<file path="config.mk">
export PLATFORM = sky130hd
export DESIGN_NAME = uart_ctrl_param
export DESIGN_NICKNAME = d
export VERILOG_FILES = /design/src/rtl/uart_ctrl_param.sv
export SDC_FILE = /design/constraint.sdc
export NUM_CORES = 1
export LEC_CHECK = 0
export CAP_MARGIN = 20
export CELL_PAD_IN_SITES_DETAIL_PLACEMENT = 1
export CELL_PAD_IN_SITES_GLOBAL_PLACEMENT = 2
export CORE_ASPECT_RATIO = 0.8
export CORE_MARGIN = 1.5
export CORE_UTILIZATION = 44
export DETAILED_ROUTE_END_ITERATION = 8
export HOLD_SLACK_MARGIN = 0.05
export PLACE_DENSITY = 0.91
export SLEW_MARGIN = 40
export SYNTH_ARGS = -nofsm -noshare
export SYNTH_HDL_FRONTEND = slang
export SYNTH_SLANG_ARGS = --single-unit
</file>
<file path="constraint.sdc">
create_clock -name clk -period 5.1 [get_ports clk]
set_input_delay 1.02 -clock clk [delete_from_list [all_inputs] [get_ports clk]]
set_output_delay 1.02 -clock clk [all_outputs]
set_load 0.05 [all_outputs]
</file>
<file path="src/rtl/uart_ctrl_param.sv">
// rtl/uart_ctrl_param.sv - parametrised full-duplex UART with show-ahead RX FIFO and error flags.
// Optional even parity in both directions is enabled by defining UART_CTRL_PARITY_EN.
module uart_ctrl_param #(
    parameter int DATA_W    = 8,
    parameter int CLK_DIV   = 16,
    parameter int STOP_BITS = 1,
    parameter int RX_DEPTH  = 4
) (
    input  logic              clk,
    input  logic              rst,
    input  logic [DATA_W-1:0] cmd_in,
    input  logic              cmd_vld,
    output logic              cmd_rdy,
    output logic              tx,
    input  logic              rx,
    output logic              read_rdy,
    output logic [DATA_W-1:0] read_data,
    input  logic              read_ack,
    output logic              rx_frm_err,
    output logic              rx_par_err,
    output logic              rx_ovf
);
`ifdef UART_CTRL_PARITY_EN
    localparam bit PAR_EN = 1'b1;
`else
    localparam bit PAR_EN = 1'b0;
`endif
    localparam int CW = $clog2(CLK_DIV);
    localparam int BW = 4;
    localparam int AW = $clog2(RX_DEPTH);
    localparam logic [CW-1:0] CNT_LAST  = CW'(CLK_DIV - 1);
    localparam logic [CW-1:0] CNT_MID   = CW'(CLK_DIV / 2 - 1);
    localparam logic [BW-1:0] DATA_LAST = BW'(DATA_W - 1);
    localparam logic [BW-1:0] STOP_LAST = BW'(STOP_BITS - 1);
    localparam logic [AW:0]   FULL      = (AW+1)'(RX_DEPTH);
    localparam logic [AW:0]   ONE       = (AW+1)'(1);

    typedef enum logic [2:0] {S_IDLE, S_START, S_DATA, S_PARITY, S_STOP} state_t;

    state_t            tx_state_q, tx_state_d, rx_state_q, rx_state_d;
    logic [CW-1:0]     tx_cnt_q, tx_cnt_d, rx_cnt_q, rx_cnt_d;
    logic [BW-1:0]     tx_bit_q, tx_bit_d, rx_bit_q, rx_bit_d;
    logic [DATA_W-1:0] tx_sh_q, tx_sh_d, rx_sh_q, rx_sh_d;
    logic              tx_par_q, tx_par_d, rx_par_q, rx_par_d, rx_bad_q, rx_bad_d;
    logic              tx_q, tx_d, cmd_rdy_q, cmd_rdy_d;
    logic              rx_s1_q, rx_s1_d, rx_s2_q, rx_s2_d, rx_prev_q, rx_prev_d;
    logic              frm_err_q, frm_err_d, par_err_q, par_err_d, push_q, push_d;
    logic [DATA_W-1:0] push_data_q, push_data_d, read_data_q, read_data_d;
    logic [DATA_W-1:0] mem_q [RX_DEPTH];
    logic [DATA_W-1:0] mem_d [RX_DEPTH];
    logic [AW-1:0]     wr_ptr_q, wr_ptr_d, rd_ptr_q, rd_ptr_d, rd_next;
    logic [AW:0]       count_q, count_d;
    logic              rx_ovf_q, rx_ovf_d;
    logic              tx_tick, rx_tick, do_push, do_pop;

    always_comb begin
        tx_state_d = tx_state_q;
        tx_cnt_d   = tx_cnt_q;
        tx_bit_d   = tx_bit_q;
        tx_sh_d    = tx_sh_q;
        tx_par_d   = tx_par_q;
        tx_tick    = (tx_cnt_q == CNT_LAST);
        if (tx_state_q != S_IDLE) begin
            if (tx_tick) tx_cnt_d = '0;
            else         tx_cnt_d = tx_cnt_q + 1'b1;
        end
        case (tx_state_q)
            S_IDLE: if (cmd_vld && cmd_rdy_q) begin
                tx_state_d = S_START;
                tx_sh_d    = cmd_in;
                tx_par_d   = ^cmd_in;
                tx_cnt_d   = '0;
            end
            S_START: if (tx_tick) begin
                tx_state_d = S_DATA;
                tx_bit_d   = '0;
            end
            S_DATA: if (tx_tick) begin
                tx_sh_d  = tx_sh_q >> 1;
                tx_bit_d = tx_bit_q + 1'b1;
                if (tx_bit_q == DATA_LAST) begin
                    tx_bit_d   = '0;
                    tx_state_d = PAR_EN ? S_PARITY : S_STOP;
                end
            end
            S_PARITY: if (tx_tick) begin
                tx_state_d = S_STOP;
                tx_bit_d   = '0;
            end
            S_STOP: if (tx_tick) begin
                tx_bit_d = tx_bit_q + 1'b1;
                if (tx_bit_q == STOP_LAST) tx_state_d = S_IDLE;
            end
            default: tx_state_d = S_IDLE;
        endcase
        // tx and cmd_rdy are registered from the next state so both change on the accept edge
        case (tx_state_d)
            S_START:  tx_d = 1'b0;
            S_DATA:   tx_d = tx_sh_d[0];
            S_PARITY: tx_d = tx_par_d;
            default:  tx_d = 1'b1;
        endcase
        cmd_rdy_d = (tx_state_d == S_IDLE);
    end

    always_comb begin
        rx_s1_d     = rx;
        rx_s2_d     = rx_s1_q;
        rx_prev_d   = rx_s2_q;
        rx_state_d  = rx_state_q;
        rx_cnt_d    = rx_cnt_q + 1'b1;
        rx_bit_d    = rx_bit_q;
        rx_sh_d     = rx_sh_q;
        rx_par_d    = rx_par_q;
        rx_bad_d    = rx_bad_q;
        frm_err_d   = 1'b0;
        par_err_d   = 1'b0;
        push_d      = 1'b0;
        push_data_d = push_data_q;
        rx_tick     = (rx_cnt_q == CNT_LAST);
        case (rx_state_q)
            // a falling edge needs a high sample first, so a line stuck low after a framing error is ignored
            S_IDLE: begin
                rx_cnt_d = '0;
                if (rx_prev_q && !rx_s2_q) rx_state_d = S_START;
            end
            S_START: if (rx_cnt_q == CNT_MID) begin
                rx_cnt_d   = '0;
                rx_bit_d   = '0;
                rx_par_d   = 1'b0;
                rx_bad_d   = 1'b0;
                rx_state_d = rx_s2_q ? S_IDLE : S_DATA;
            end
            S_DATA: if (rx_tick) begin
                rx_cnt_d = '0;
                rx_sh_d  = {rx_s2_q, rx_sh_q[DATA_W-1:1]};
                rx_par_d = rx_par_q ^ rx_s2_q;
                rx_bit_d = rx_bit_q + 1'b1;
                if (rx_bit_q == DATA_LAST) rx_state_d = PAR_EN ? S_PARITY : S_STOP;
            end
            S_PARITY: if (rx_tick) begin
                rx_cnt_d   = '0;
                rx_state_d = S_STOP;
                if (rx_s2_q != rx_par_q) begin
                    par_err_d = 1'b1;
                    rx_bad_d  = 1'b1;
                end
            end
            S_STOP: if (rx_tick) begin
                rx_state_d = S_IDLE;
                if (!rx_s2_q) frm_err_d = 1'b1;
                else if (!rx_bad_q) begin
                    push_d      = 1'b1;
                    push_data_d = rx_sh_q;
                end
            end
            default: rx_state_d = S_IDLE;
        endcase
    end

    always_comb begin
        do_pop      = read_ack && (count_q != '0);
        do_push     = push_q && ((count_q != FULL) || do_pop);
        rd_next     = rd_ptr_q + 1'b1;
        mem_d       = mem_q;
        wr_ptr_d    = wr_ptr_q;
        rd_ptr_d    = rd_ptr_q;
        count_d     = count_q;
        read_data_d = read_data_q;
        rx_ovf_d    = rx_ovf_q | (push_q & ~do_push);
        if (do_push) begin
            mem_d[wr_ptr_q] = push_data_q;
            wr_ptr_d        = wr_ptr_q + 1'b1;
        end
        // read_data is a registered copy of the head, so it follows the head across push/pop
        if (do_pop) begin
            rd_ptr_d = rd_next;
            if (count_q == ONE) read_data_d = do_push ? push_data_q : read_data_q;
            else                read_data_d = mem_q[rd_next];
        end else if (count_q == '0 && do_push) begin
            read_data_d = push_data_q;
        end
        if (do_push && !do_pop)      count_d = count_q + 1'b1;
        else if (do_pop && !do_push) count_d = count_q - 1'b1;
    end

    always_ff @(posedge clk or posedge rst) begin
        if (rst) begin
            tx_state_q  <= S_IDLE;
            tx_cnt_q    <= '0;
            tx_bit_q    <= '0;
            tx_sh_q     <= '0;
            tx_par_q    <= 1'b0;
            tx_q        <= 1'b1;
            cmd_rdy_q   <= 1'b0;
            rx_s1_q     <= 1'b1;
            rx_s2_q     <= 1'b1;
            rx_prev_q   <= 1'b1;
            rx_state_q  <= S_IDLE;
            rx_cnt_q    <= '0;
            rx_bit_q    <= '0;
            rx_sh_q     <= '0;
            rx_par_q    <= 1'b0;
            rx_bad_q    <= 1'b0;
            frm_err_q   <= 1'b0;
            par_err_q   <= 1'b0;
            push_q      <= 1'b0;
            push_data_q <= '0;
            mem_q       <= '{default: '0};
            wr_ptr_q    <= '0;
            rd_ptr_q    <= '0;
            count_q     <= '0;
            read_data_q <= '0;
            rx_ovf_q    <= 1'b0;
        end else begin
            tx_state_q  <= tx_state_d;
            tx_cnt_q    <= tx_cnt_d;
            tx_bit_q    <= tx_bit_d;
            tx_sh_q     <= tx_sh_d;
            tx_par_q    <= tx_par_d;
            tx_q        <= tx_d;
            cmd_rdy_q   <= cmd_rdy_d;
            rx_s1_q     <= rx_s1_d;
            rx_s2_q     <= rx_s2_d;
            rx_prev_q   <= rx_prev_d;
            rx_state_q  <= rx_state_d;
            rx_cnt_q    <= rx_cnt_d;
            rx_bit_q    <= rx_bit_d;
            rx_sh_q     <= rx_sh_d;
            rx_par_q    <= rx_par_d;
            rx_bad_q    <= rx_bad_d;
            frm_err_q   <= frm_err_d;
            par_err_q   <= par_err_d;
            push_q      <= push_d;
            push_data_q <= push_data_d;
            mem_q       <= mem_d;
            wr_ptr_q    <= wr_ptr_d;
            rd_ptr_q    <= rd_ptr_d;
            count_q     <= count_d;
            read_data_q <= read_data_d;
            rx_ovf_q    <= rx_ovf_d;
        end
    end

    assign cmd_rdy    = cmd_rdy_q;
    assign tx         = tx_q;
    assign read_rdy   = (count_q != '0);
    assign read_data  = read_data_q;
    assign rx_frm_err = frm_err_q;
    assign rx_par_err = PAR_EN & par_err_q;
    assign rx_ovf     = rx_ovf_q;
endmodule

</file>
==> results by group, run 1 <==
Outcome
  – Result of the run: finished, final reports clean

Route
  – Initial detailed-routing violation count: 109
  – Post-detailed-route DRC marker count: 0
  – First-pass iteration count of the detailed router: 6
  – Via-per-instance ratio: 5.32
  – Total number of vias: 3179
  – Total wirelength of the detailed-routed design: 9770 um
  – Per-cell routed wire length: 16.4 um
  – Antenna-violating nets left: 0

Floorplan
  – Top-Level Pins: 27
  – Core area: 10900 um2
  – Starting utilization of the core area: 45.1%
  – Site row count: 34
  – Die outline width: 121 um
  – Height of the die: 97.5 um
  – Die Footprint: 11800 um2

GRT
  – Global routing met1 resource utilization: 24.1%
  – Global route total overflow: 0
  – Met3 demand-to-capacity share in global routing: 4.23%
  – Antenna violations before repair: 0
  – Largest net degree at the start of global routing: 83
  – Met2 GRT Util: 29.0%
  – Number of global-route vias before repair: 3337
  – Total GRT Usage: 17.9%
  – First-pass GRT wire length: 16600 um
  – Busiest layer in global routing: met2

STA
  – Fin crit share: 63.6%
  – Final Hold Violating Endpoints: 0
  – Min setup slack post-route: 1860 ps
  – Final setup viols: 0
  – Final-layout setup total negative slack: 0 ps
  – Worst slew margin: 49.5%
  – Setup repair after global routing missed its margin: false
  – Final setup skew: 7.11 ps
  – Max-slew violation count: 0
  – Worst Tran Pin Value: 755 ps
  – Post-layout minimum cycle time: 3240 ps
  – Maximum clock frequency: 308 MHz

Logic synthesis
  – Number of storage elements in the synthesis netlist: 104
  – Main synth FF type: dfrtp_1
  – Avg Inst Size Synth: 11.5 um2
  – Cell Area, Synth: 4910 um2
  – Leading area contributor after synthesis: dfrtp_1
  – Synth cell types: 59
  – Fraction of the yosys area taken by sequential cells: 53.1%
  – Yosys warning total: 0
  – Async set-or-reset flop fraction in the synthesized netlist: 100%
  – Fraction of post-synthesis cell area in the top cell type by area: 51.0%
  – Top post-synthesis cells by area: dfrtp_1 (51%), mux2_2 (7.8%), nand2_1 (4.4%)
  – Mapped Nets: 452
  – Number of instances in the synthesized netlist: 426
  – Number of enable-type register cells in the synthesized netlist: 0

Worst setup path
  – Worst setup path startpoint: count_q[0]$_DFFE_PP0P_
  – Worst endpoint required time: 4080 ps
  – Critical path start-end classification: flop to output pin
  – Largest fanout of any net on the critical path: 9
  – Reg2Reg Capture Point: tx$_DFF_PP1_
  – Worst Path Arrival: 2220 ps
  – CP Launch Type: flop
  – Start of the worst register-to-register path: tx_state_q[0]$_DFF_PP0_
  – R2r worst-path depth: 5
  – Capture point of the critical path: read_rdy
  – Register-to-Register Setup Slack: 2860 ps
  – Kind of capture point of the worst setup path: output pin

Placement
  – Placement Setup Slack: 2130 ps
  – HPWL after detailed placement: 6700 um
  – Cell count after placement: 581
  – Area post-placement: 5270 um2
  – Port Buf Inserts: 25
  – Final weighted congestion in routability-driven placement: 0.809

Clocking
  – CTS sink cnt: 104
  – Insertion delay to the later sink of the worst-skew pair: 340 ps
  – Clock-pin slew on the worst setup and hold paths: 70 ps
  – Post-CTS Resized: 0
  – Num CTS Buffers: 9
  – Setup repair bufs after CTS: 0
  – CTS H-Tree Depth: 3
  – Clock buffer depth: 2
  – Buffer type at the clock tree root: clkbuf_16
  – Number of hold buffers added after cts: 0
  – TritonCTS clock tree: built

Power
  – Power Total: 2.67 mW
  – Power per standard cell area: 477 nW/um2
  – P_leak: 2.64 nW
  – Worst vdd ir: 251 uV

Worst hold path
  – Number of cells on the worst hold path: 0
  – Worst min-delay path startpoint: rx_s1_q$_DFF_PP1_
  – Class of the tightest hold or removal check: flop to flop

Finish
  – Antenna cell count: 0
  – Most frequent standard cell in the layout excluding fill and tap cells: dfrtp_1
  – Area growth from synthesis to layout: 13.9%
  – Post-route design area: 5590 um2
  – Commonest non-fill, non-tap cells in the layout: dfrtp_1 (100), nand2_1 (57), mux2_2 (34)
  – Number of non-filler instances in the completed layout: 597
  – Nets@finish: 474
  – Fraction of layout cells with a size suffix above 1: 19.2%

Run
  – Maximum capacitance violations: 0
## cell usage after synthesis, drive strengths merged, types with 6 or more instances
cell type    n
nor3         7
inv         15
mux2i        8
a22oi        7
dfrtp      100
nand2       61
xnor2       15
a21oi       14
mux2        42
o21ai       26
ha          13
mux4         8
nor2        27
buf         15
nand3       11
nand2b       6
## metrics by stage
stage | util, % | hold slack, ps
2_1_floorplan | - | 345
3_3_place_gp | 48.4 | 347
3_5_place_dp | 48.4 | 348
4_1_cts | 51.3 | 358
5_1_grt | 51.3 | 362
6_report | 51.3 | 357
## area by class of cell
cell class / count / area [um2]
repair buffers: 27 / 265
fillers: 1176 / 5300
flip-flops and latches: 104 / 2610
multi-input cells: 291 / 2160
well taps: 144 / 180
clock buffers: 9 / 225
clock inverters: 7 / 93.8
inverters: 15 / 61.3
## worst min path at each step
stage,end,slack [ps]
floorplan,rx_prev_d$_DFF_PP1_,350
global placement,rx_prev_d$_DFF_PP1_,350
detailed placement,rx_prev_d$_DFF_PP1_,350
CTS,rx_prev_d$_DFF_PP1_,360
global route,rx_prev_d$_DFF_PP1_,360
finish,rx_prev_d$_DFF_PP1_,360
## worst max-delay path, stage by stage, from the launching register on
cell and delay, ps:
dfrtp_1 410, inv_1 80, ha_1 310, nand2b_1 230
clkdlybuf4s50_1 840
## power by group
part / switching [mW] / total (mW) / internal, mW
clock network: 0.305 / 0.735 / 0.430
logic: 0.467 / 0.786 / 0.319
registers: 0.170 / 1.15 / 0.976
total: 0.942 / 2.67 / 1.73
## routing by layer
layer	wire, um	vias up
met3	238	11
met4	119	0
met1	4860	1596
li1	-	1532
met2	4560	40
met5	0	-
## kinds of logic after synthesis
| family | after synthesis | share of synthesized area, % |
|---|---|---|
| AO/OA/AOI/OAI | 68 | 8.74 |
| flip-flops | 104 | 53.1 |
| other | 1 | 0.0764 |
| adder cells (fa/ha/maj) | 13 | 3.31 |
| XOR/XNOR | 17 | 3.03 |
| AND/OR/NAND/NOR | 134 | 13.2 |
| buffers and inverters | 31 | 2.96 |
| multiplexers | 58 | 15.5 |
## sequential cells by signal (all words and copies together), names as in the netlist, 4 cells and up
register     flops
push_data_q      8
rx_bit_q         4
rx_cnt_q         4
mem_q           32
tx_cnt_q         4
tx_sh_q          8
rx_sh_q          8
read_data        8
tx_bit_q         4
Note: power is estimated with default switching activity, not from simulation.
==> run 2: changes to the inputs <==
--- a/config.mk
+++ b/config.mk
@@ -10,10 +10,10 @@
 export CELL_PAD_IN_SITES_GLOBAL_PLACEMENT = 2
 export CORE_ASPECT_RATIO = 0.8
 export CORE_MARGIN = 1.5
-export CORE_UTILIZATION = 44
+export CORE_UTILIZATION = 41
 export DETAILED_ROUTE_END_ITERATION = 8
 export HOLD_SLACK_MARGIN = 0.05
-export PLACE_DENSITY = 0.91
+export PLACE_DENSITY = 0.86
 export SLEW_MARGIN = 40
 export SYNTH_ARGS = -nofsm -noshare
 export SYNTH_HDL_FRONTEND = slang
==> constraint.sdc (replaced) <==
create_clock -name clk -period 3.3 [get_ports clk]
set_input_delay 0.66 -clock clk [delete_from_list [all_inputs] [get_ports clk]]
set_output_delay 0.66 -clock clk [all_outputs]
set_load 0.05 [all_outputs]
==> run 2 against run 1 <==
- clock power grew 32%
- die area grew 7.1%
- via count shrank 0.13%
- sequential share of layout area grew 0.13 points
- hold slack is essentially flat
- routed wire length shrank 0.43%
- combinational power grew 55%
- cell area shrank 0.27%
- clock skew is essentially flat
- count of clock-buffer cells in the layout grew 3
- cell count grew 1.0%
- critical path type unchanged
- critical endpoint unchanged
==> results by group, run 2 (synthesis results as in run 1) <==
Outcome
  – Result of the run: finished, final reports clean

Power
  – Power per standard cell area: 710 nW/um2
  – Comb pwr share: 30.8%
  – P_leak: 2.63 nW
  – Sw frac: 36.0%
  – Share of total power in sequential cells: 44.7%
  – Worst vdd ir: 303 uV
  – Psw: 1.42 mW
  – Power Total: 3.96 mW
  – Clk network pwr share: 24.4%
  – P_int: 2.53 mW

STA
  – Worst slew margin: 57.4%
  – Final-layout setup total negative slack: 0 ps
  – Final Hold Violating Endpoints: 0
  – Setup repair after global routing missed its margin: false
  – Fin crit share: 87.4%
  – Maximum clock frequency: 347 MHz
  – Final setup skew: 6.96 ps
  – Worst Tran Pin Value: 639 ps
  – Max-slew violation count: 0
  – Post-layout minimum cycle time: 2880 ps
  – Final setup viols: 0

GRT
  – Largest net degree at the start of global routing: 64
  – Total GRT Usage: 16.9%
  – Number of global-route vias before repair: 3364
  – First-pass GRT wire length: 17000 um
  – Antenna violations before repair: 0
  – Global route total overflow: 0

Floorplan
  – Die Footprint: 12600 um2
  – Top-Level Pins: 27
  – Height of the die: 101 um
  – Die outline width: 125 um
  – Starting utilization of the core area: 42.3%
  – Site row count: 35
  – Core area: 11600 um2

Route
  – Initial detailed-routing violation count: 117
  – First-pass iteration count of the detailed router: 4
  – Post-detailed-route DRC marker count: 0
  – Total number of vias: 3175
  – Via-per-instance ratio: 5.27
  – Antenna-violating nets left: 0
  – Total wirelength of the detailed-routed design: 9730 um
  – Per-cell routed wire length: 16.1 um

Finish
  – Most frequent standard cell in the layout excluding fill and tap cells: dfrtp_1
  – Number of fill cells in the layout: 1255
  – Largest register FFs: 32
  – Fraction of layout cells with a size suffix above 1: 19.1%
  – Commonest non-fill, non-tap cells in the layout: dfrtp_1 (100), nand2_1 (57), mux2_2 (34)
  – Nets@finish: 477
  – Post-route design area: 5580 um2
  – Area growth from synthesis to layout: 13.6%
  – Antenna cell count: 0
  – Reg with most FFs: mem_q

Clocking
  – Post-CTS Resized: 0
  – Clock buffer depth: 2
  – TritonCTS clock tree: built
  – CTS H-Tree Depth: 3
  – Number of hold buffers added after cts: 0
  – Setup repair bufs after CTS: 0
  – CTS sink cnt: 104
  – Num CTS Buffers: 9
  – Clock-pin slew on the worst setup and hold paths: 70 ps
  – Insertion delay to the later sink of the worst-skew pair: 340 ps
  – Buffer type at the clock tree root: clkbuf_16

Worst setup path
  – Crit path largest cell delay: 840 ps
  – Critical path start-end classification: flop to output pin
  – Largest fanout of any net on the critical path: 9
  – Total buffers and inverters traversed by the critical path: 2
  – Worst endpoint required time: 2640 ps
  – Cells along the critical path: inv_1 > ha_1 > nand2b_1 > clkdlybuf4s50_1
  – Cell with the biggest individual delay on the critical path: clkdlybuf4s50_1
  – CP Launch Type: flop
  – Kind of capture point of the worst setup path: output pin
  – Family with the most delay on the worst path: buffers and inverters
  – Worst Path Arrival: 2220 ps

Placement
  – Area post-placement: 5310 um2
  – HPWL after detailed placement: 6880 um
  – Port Buf Inserts: 25
  – Final weighted congestion in routability-driven placement: 0.780

Worst hold path
  – Class of the tightest hold or removal check: flop to flop

Run
  – Maximum capacitance violations: 0
run 2: changes by cell type in the layout (fill, tap and decap cells not counted), sizes merged:
cell / delta
clkbuf: +3
buf: +3
clkinv: +1
bufinv: -2
inv: -2
clkinvlp: -1
run 2: power groups by stage:
stage / clock (mW) / combinational [mW] / sequential [mW]
floorplan: 0 / 0.816 / 1.87
global placement: 0 / 1.19 / 1.78
detailed placement: 0 / 1.23 / 1.79
CTS: 1.01 / 1.23 / 1.78
global route: 1.05 / 1.35 / 1.83
finish: 0.967 / 1.22 / 1.77
run 2: path summary, 6_finish.rpt:
kind                                             start                          to  slack (ps)  cells after the start
worst min register to register       rx_s1_q$_DFF_PP1_         rx_prev_d$_DFF_PP1_         360                      0
min in group asynchronous                          rst      tx_sh_q[6]$_DFFE_PP0P_         760                      2
max in group asynchronous                          rst        mem_q[1]$_DFFE_PP0P_        1830                      3
worst max-delay path            count_q[0]$_DFFE_PP0P_                    read_rdy         420                      4
worst max register to register   rx_cnt_q[0]$_DFF_PP0_  push_data_q[6]$_DFFE_PP0P_        1250                      5
worst min-delay path                 rx_s1_q$_DFF_PP1_         rx_prev_d$_DFF_PP1_         360                      0
run 2: metrics by stage:
| step | hold slack [ps] | std cells | setup slack [ps] | util, % |
|---|---|---|---|---|
| 3_3_place_gp | 347 | 588 | 750 | 45.8 |
| 5_1_grt | 365 | 603 | 328 | 48.1 |
| 4_1_cts | 359 | 603 | 400 | 48.1 |
| 3_5_place_dp | 349 | 588 | 685 | 45.8 |
| 6_report | 357 | 603 | 416 | 48.1 |
| 2_1_floorplan | 345 | 426 | 1250 | - |
run 2: layout make-up:
cell class	instances	area, um2	share of cell area [%]
flip-flops and latches	104	2610	46.8
multi-input cells	291	2160	38.7
repair buffers	30	300	5.38
clock buffers	12	246	4.42
well taps	148	185	3.32
inverters	15	60.1	1.08
clock inverters	3	18.8	0.337
run 2: per-layer routing:
layer,routed length (um),GRT usage [%],vias up
met3,225,3.72,7
met5,0,0,-
met4,101,4.72,0
met2,4470,27.1,38
li1,-,-,1535
met1,4940,23.4,1595
==> run 3: changes to the inputs <==
--- a/config.mk
+++ b/config.mk
@@ -10,10 +10,11 @@
 export CELL_PAD_IN_SITES_GLOBAL_PLACEMENT = 2
 export CORE_ASPECT_RATIO = 0.8
 export CORE_MARGIN = 1.5
-export CORE_UTILIZATION = 41
+export CORE_UTILIZATION = 37
+export CTS_CLUSTER_SIZE = 40
 export DETAILED_ROUTE_END_ITERATION = 8
 export HOLD_SLACK_MARGIN = 0.05
-export PLACE_DENSITY = 0.86
+export PLACE_DENSITY = 0.82
 export SLEW_MARGIN = 40
 export SYNTH_ARGS = -nofsm -noshare
 export SYNTH_HDL_FRONTEND = slang
==> constraint.sdc (replaced) <==
create_clock -name clk -period 2.6 [get_ports clk]
set_input_delay 0.52 -clock clk [delete_from_list [all_inputs] [get_ports clk]]
set_output_delay 0.52 -clock clk [all_outputs]
set_load 0.05 [all_outputs]
==> run 3 against run 2 <==
- first-iteration DRC count up 17%
- largest power group unchanged
- die area up 11%
- routed wire length up 1.9%
- hold slack better by 2.1 ps
- total power up 30%
- cell count up 4.5%
- combinational power up 25%
- highest routed layer unchanged
==> results by group, run 3 (synthesis results as in run 1) <==
Worst setup path
  – Family with the most delay on the worst path: buffers and inverters
  – Cells along the critical path: inv_1 > ha_1 > nand2b_1 > buf_4
  – Start of the worst register-to-register path: count_q[1]$_DFFE_PP0P_
  – Worst Path Arrival: 1760 ps
  – Register-to-Register Setup Slack: 510 ps
  – Critical path start-end classification: flop to output pin
  – CP Launch Type: flop
  – Total buffers and inverters traversed by the critical path: 2
  – Worst setup path startpoint: count_q[1]$_DFFE_PP0P_
  – Critical path depth: 4
  – Worst endpoint required time: 2080 ps
  – Capture point of the critical path: read_rdy
  – Kind of capture point of the worst setup path: output pin
  – R2r worst-path depth: 6
  – Cell with the biggest individual delay on the critical path: ha_1
  – Largest fanout of any net on the critical path: 9
  – Crit path largest cell delay: 400 ps
  – Reg2Reg Capture Point: read_data[2]$_DFFE_PP0P_

GRT
  – Number of global-route vias before repair: 3454
  – Largest net degree at the start of global routing: 47
  – Busiest layer in global routing: met2
  – Total GRT Usage: 15.7%
  – First-pass GRT wire length: 17500 um
  – Antenna violations before repair: 0
  – Met3 demand-to-capacity share in global routing: 3.53%
  – Global route total overflow: 0
  – Global routing met1 resource utilization: 20.6%
  – Met2 GRT Util: 26.0%

Power
  – Sw frac: 35.6%
  – Power per standard cell area: 910 nW/um2
  – Clk network pwr share: 26.2%
  – P_leak: 2.65 nW
  – Share of total power in sequential cells: 43.9%
  – Comb pwr share: 29.9%
  – P_int: 3.31 mW
  – Worst vdd ir: 365 uV
  – Psw: 1.83 mW

Route
  – Total number of vias: 3155
  – Per-cell routed wire length: 15.7 um
  – Total wirelength of the detailed-routed design: 9910 um
  – Initial detailed-routing violation count: 137
  – Antenna-violating nets left: 0
  – Post-detailed-route DRC marker count: 0
  – Via-per-instance ratio: 5.01
  – First-pass iteration count of the detailed router: 4

STA
  – Maximum clock frequency: 438 MHz
  – Final setup viols: 0
  – Fin crit share: 87.7%
  – Worst Tran Pin Value: 651 ps
  – Worst slew margin: 56.6%
  – Max-slew violation count: 0
  – Final Hold Violating Endpoints: 0
  – Setup repair after global routing missed its margin: false
  – Final-layout setup total negative slack: 0 ps
  – Final hold slack: 359 ps
  – Final setup skew: 5.78 ps
  – Post-layout minimum cycle time: 2280 ps

Floorplan
  – Core area: 12900 um2
  – Starting utilization of the core area: 38.0%
  – Top-Level Pins: 27
  – Site row count: 37
  – Die outline width: 132 um
  – Height of the die: 106 um
  – Die Footprint: 14000 um2

Finish
  – Post-route design area: 5640 um2
  – Most frequent standard cell in the layout excluding fill and tap cells: dfrtp_1
  – Antenna cell count: 0
  – Nets@finish: 478
  – Area growth from synthesis to layout: 14.9%
  – Fraction of layout cells with a size suffix above 1: 19.8%
  – Commonest non-fill, non-tap cells in the layout: dfrtp_1 (100), nand2_1 (57), mux2_2 (34)
  – Reg with most FFs: mem_q
  – Largest register FFs: 32

Clocking
  – Post-CTS Resized: 0
  – CTS sink cnt: 104
  – Number of hold buffers added after cts: 0
  – CTS H-Tree Depth: 3
  – TritonCTS clock tree: built
  – Insertion delay to the later sink of the worst-skew pair: 340 ps
  – Buffer type at the clock tree root: clkbuf_16
  – Setup repair bufs after CTS: 0
  – Clock buffer depth: 2
  – Clock-pin slew on the worst setup and hold paths: 70 ps
  – Num CTS Buffers: 9

Worst hold path
  – Class of the tightest hold or removal check: flop to flop

Placement
  – Port Buf Inserts: 25
  – Area post-placement: 5350 um2
  – Final weighted congestion in routability-driven placement: 0.744
  – HPWL after detailed placement: 7210 um

Run
  – Maximum capacitance violations: 0

Outcome
  – Result of the run: finished, final reports clean
## run 3: area by class of cell
cell class	instances	area (um2)
Clock inverter	4	55.1
Fill cell	1394	7270
Sequential cell	104	2610
Inverter	15	60.1
Multi-Input combinational cell	291	2160
Tap cell	175	219
Clock buffer	10	239
Timing Repair Buffer	31	305
## run 3: routing by layer
metal / vias to the layer above / wire length (um)
li1: 1535 / -
met1: 1570 / 4830
met2: 42 / 4720
met3: 8 / 256
met4: 0 / 112
met5: - / 0
## run 3: per-stage QoR
stage               util [%]  power, mW  setup slack, ps  instances
floorplan                  -       3.41              554        426
global placement        41.4       3.76              363        616
detailed placement      41.4       3.84              302        616
CTS                     43.7       5.23              302        630
global route            43.7       5.48              231        630
finish                  43.7       5.14              319        630
## run 3: worst min path at each step
stage | startpoint | to | slack, ps | depth (start not counted)
floorplan | rx_s1_q$_DFF_PP1_ | rx_prev_d$_DFF_PP1_ | 350 | 0
global placement | rx_s1_q$_DFF_PP1_ | rx_prev_d$_DFF_PP1_ | 350 | 0
detailed placement | rx_s1_q$_DFF_PP1_ | rx_prev_d$_DFF_PP1_ | 350 | 0
CTS | rx_s1_q$_DFF_PP1_ | rx_prev_d$_DFF_PP1_ | 360 | 0
global route | rx_s1_q$_DFF_PP1_ | rx_prev_d$_DFF_PP1_ | 360 | 0
finish | rx_s1_q$_DFF_PP1_ | rx_prev_d$_DFF_PP1_ | 360 | 0
## run 3: worst register-to-register path, stage by stage (launching register included)
cell and delay, ps:
dfrtp_1 390, inv_1 160, ha_1 400, nand2b_1 220
a22oi_2 600, nor2_1 90, a21oi_1 150
## run 3: power groups by stage
stage | registers [mW] | clock network (mW) | logic [mW]
CTS | 2.26 | 1.40 | 1.56
global placement | 2.26 | 0 | 1.50
floorplan | 2.37 | 0 | 1.04
global route | 2.32 | 1.45 | 1.71
detailed placement | 2.29 | 0 | 1.55
finish | 2.26 | 1.35 | 1.53
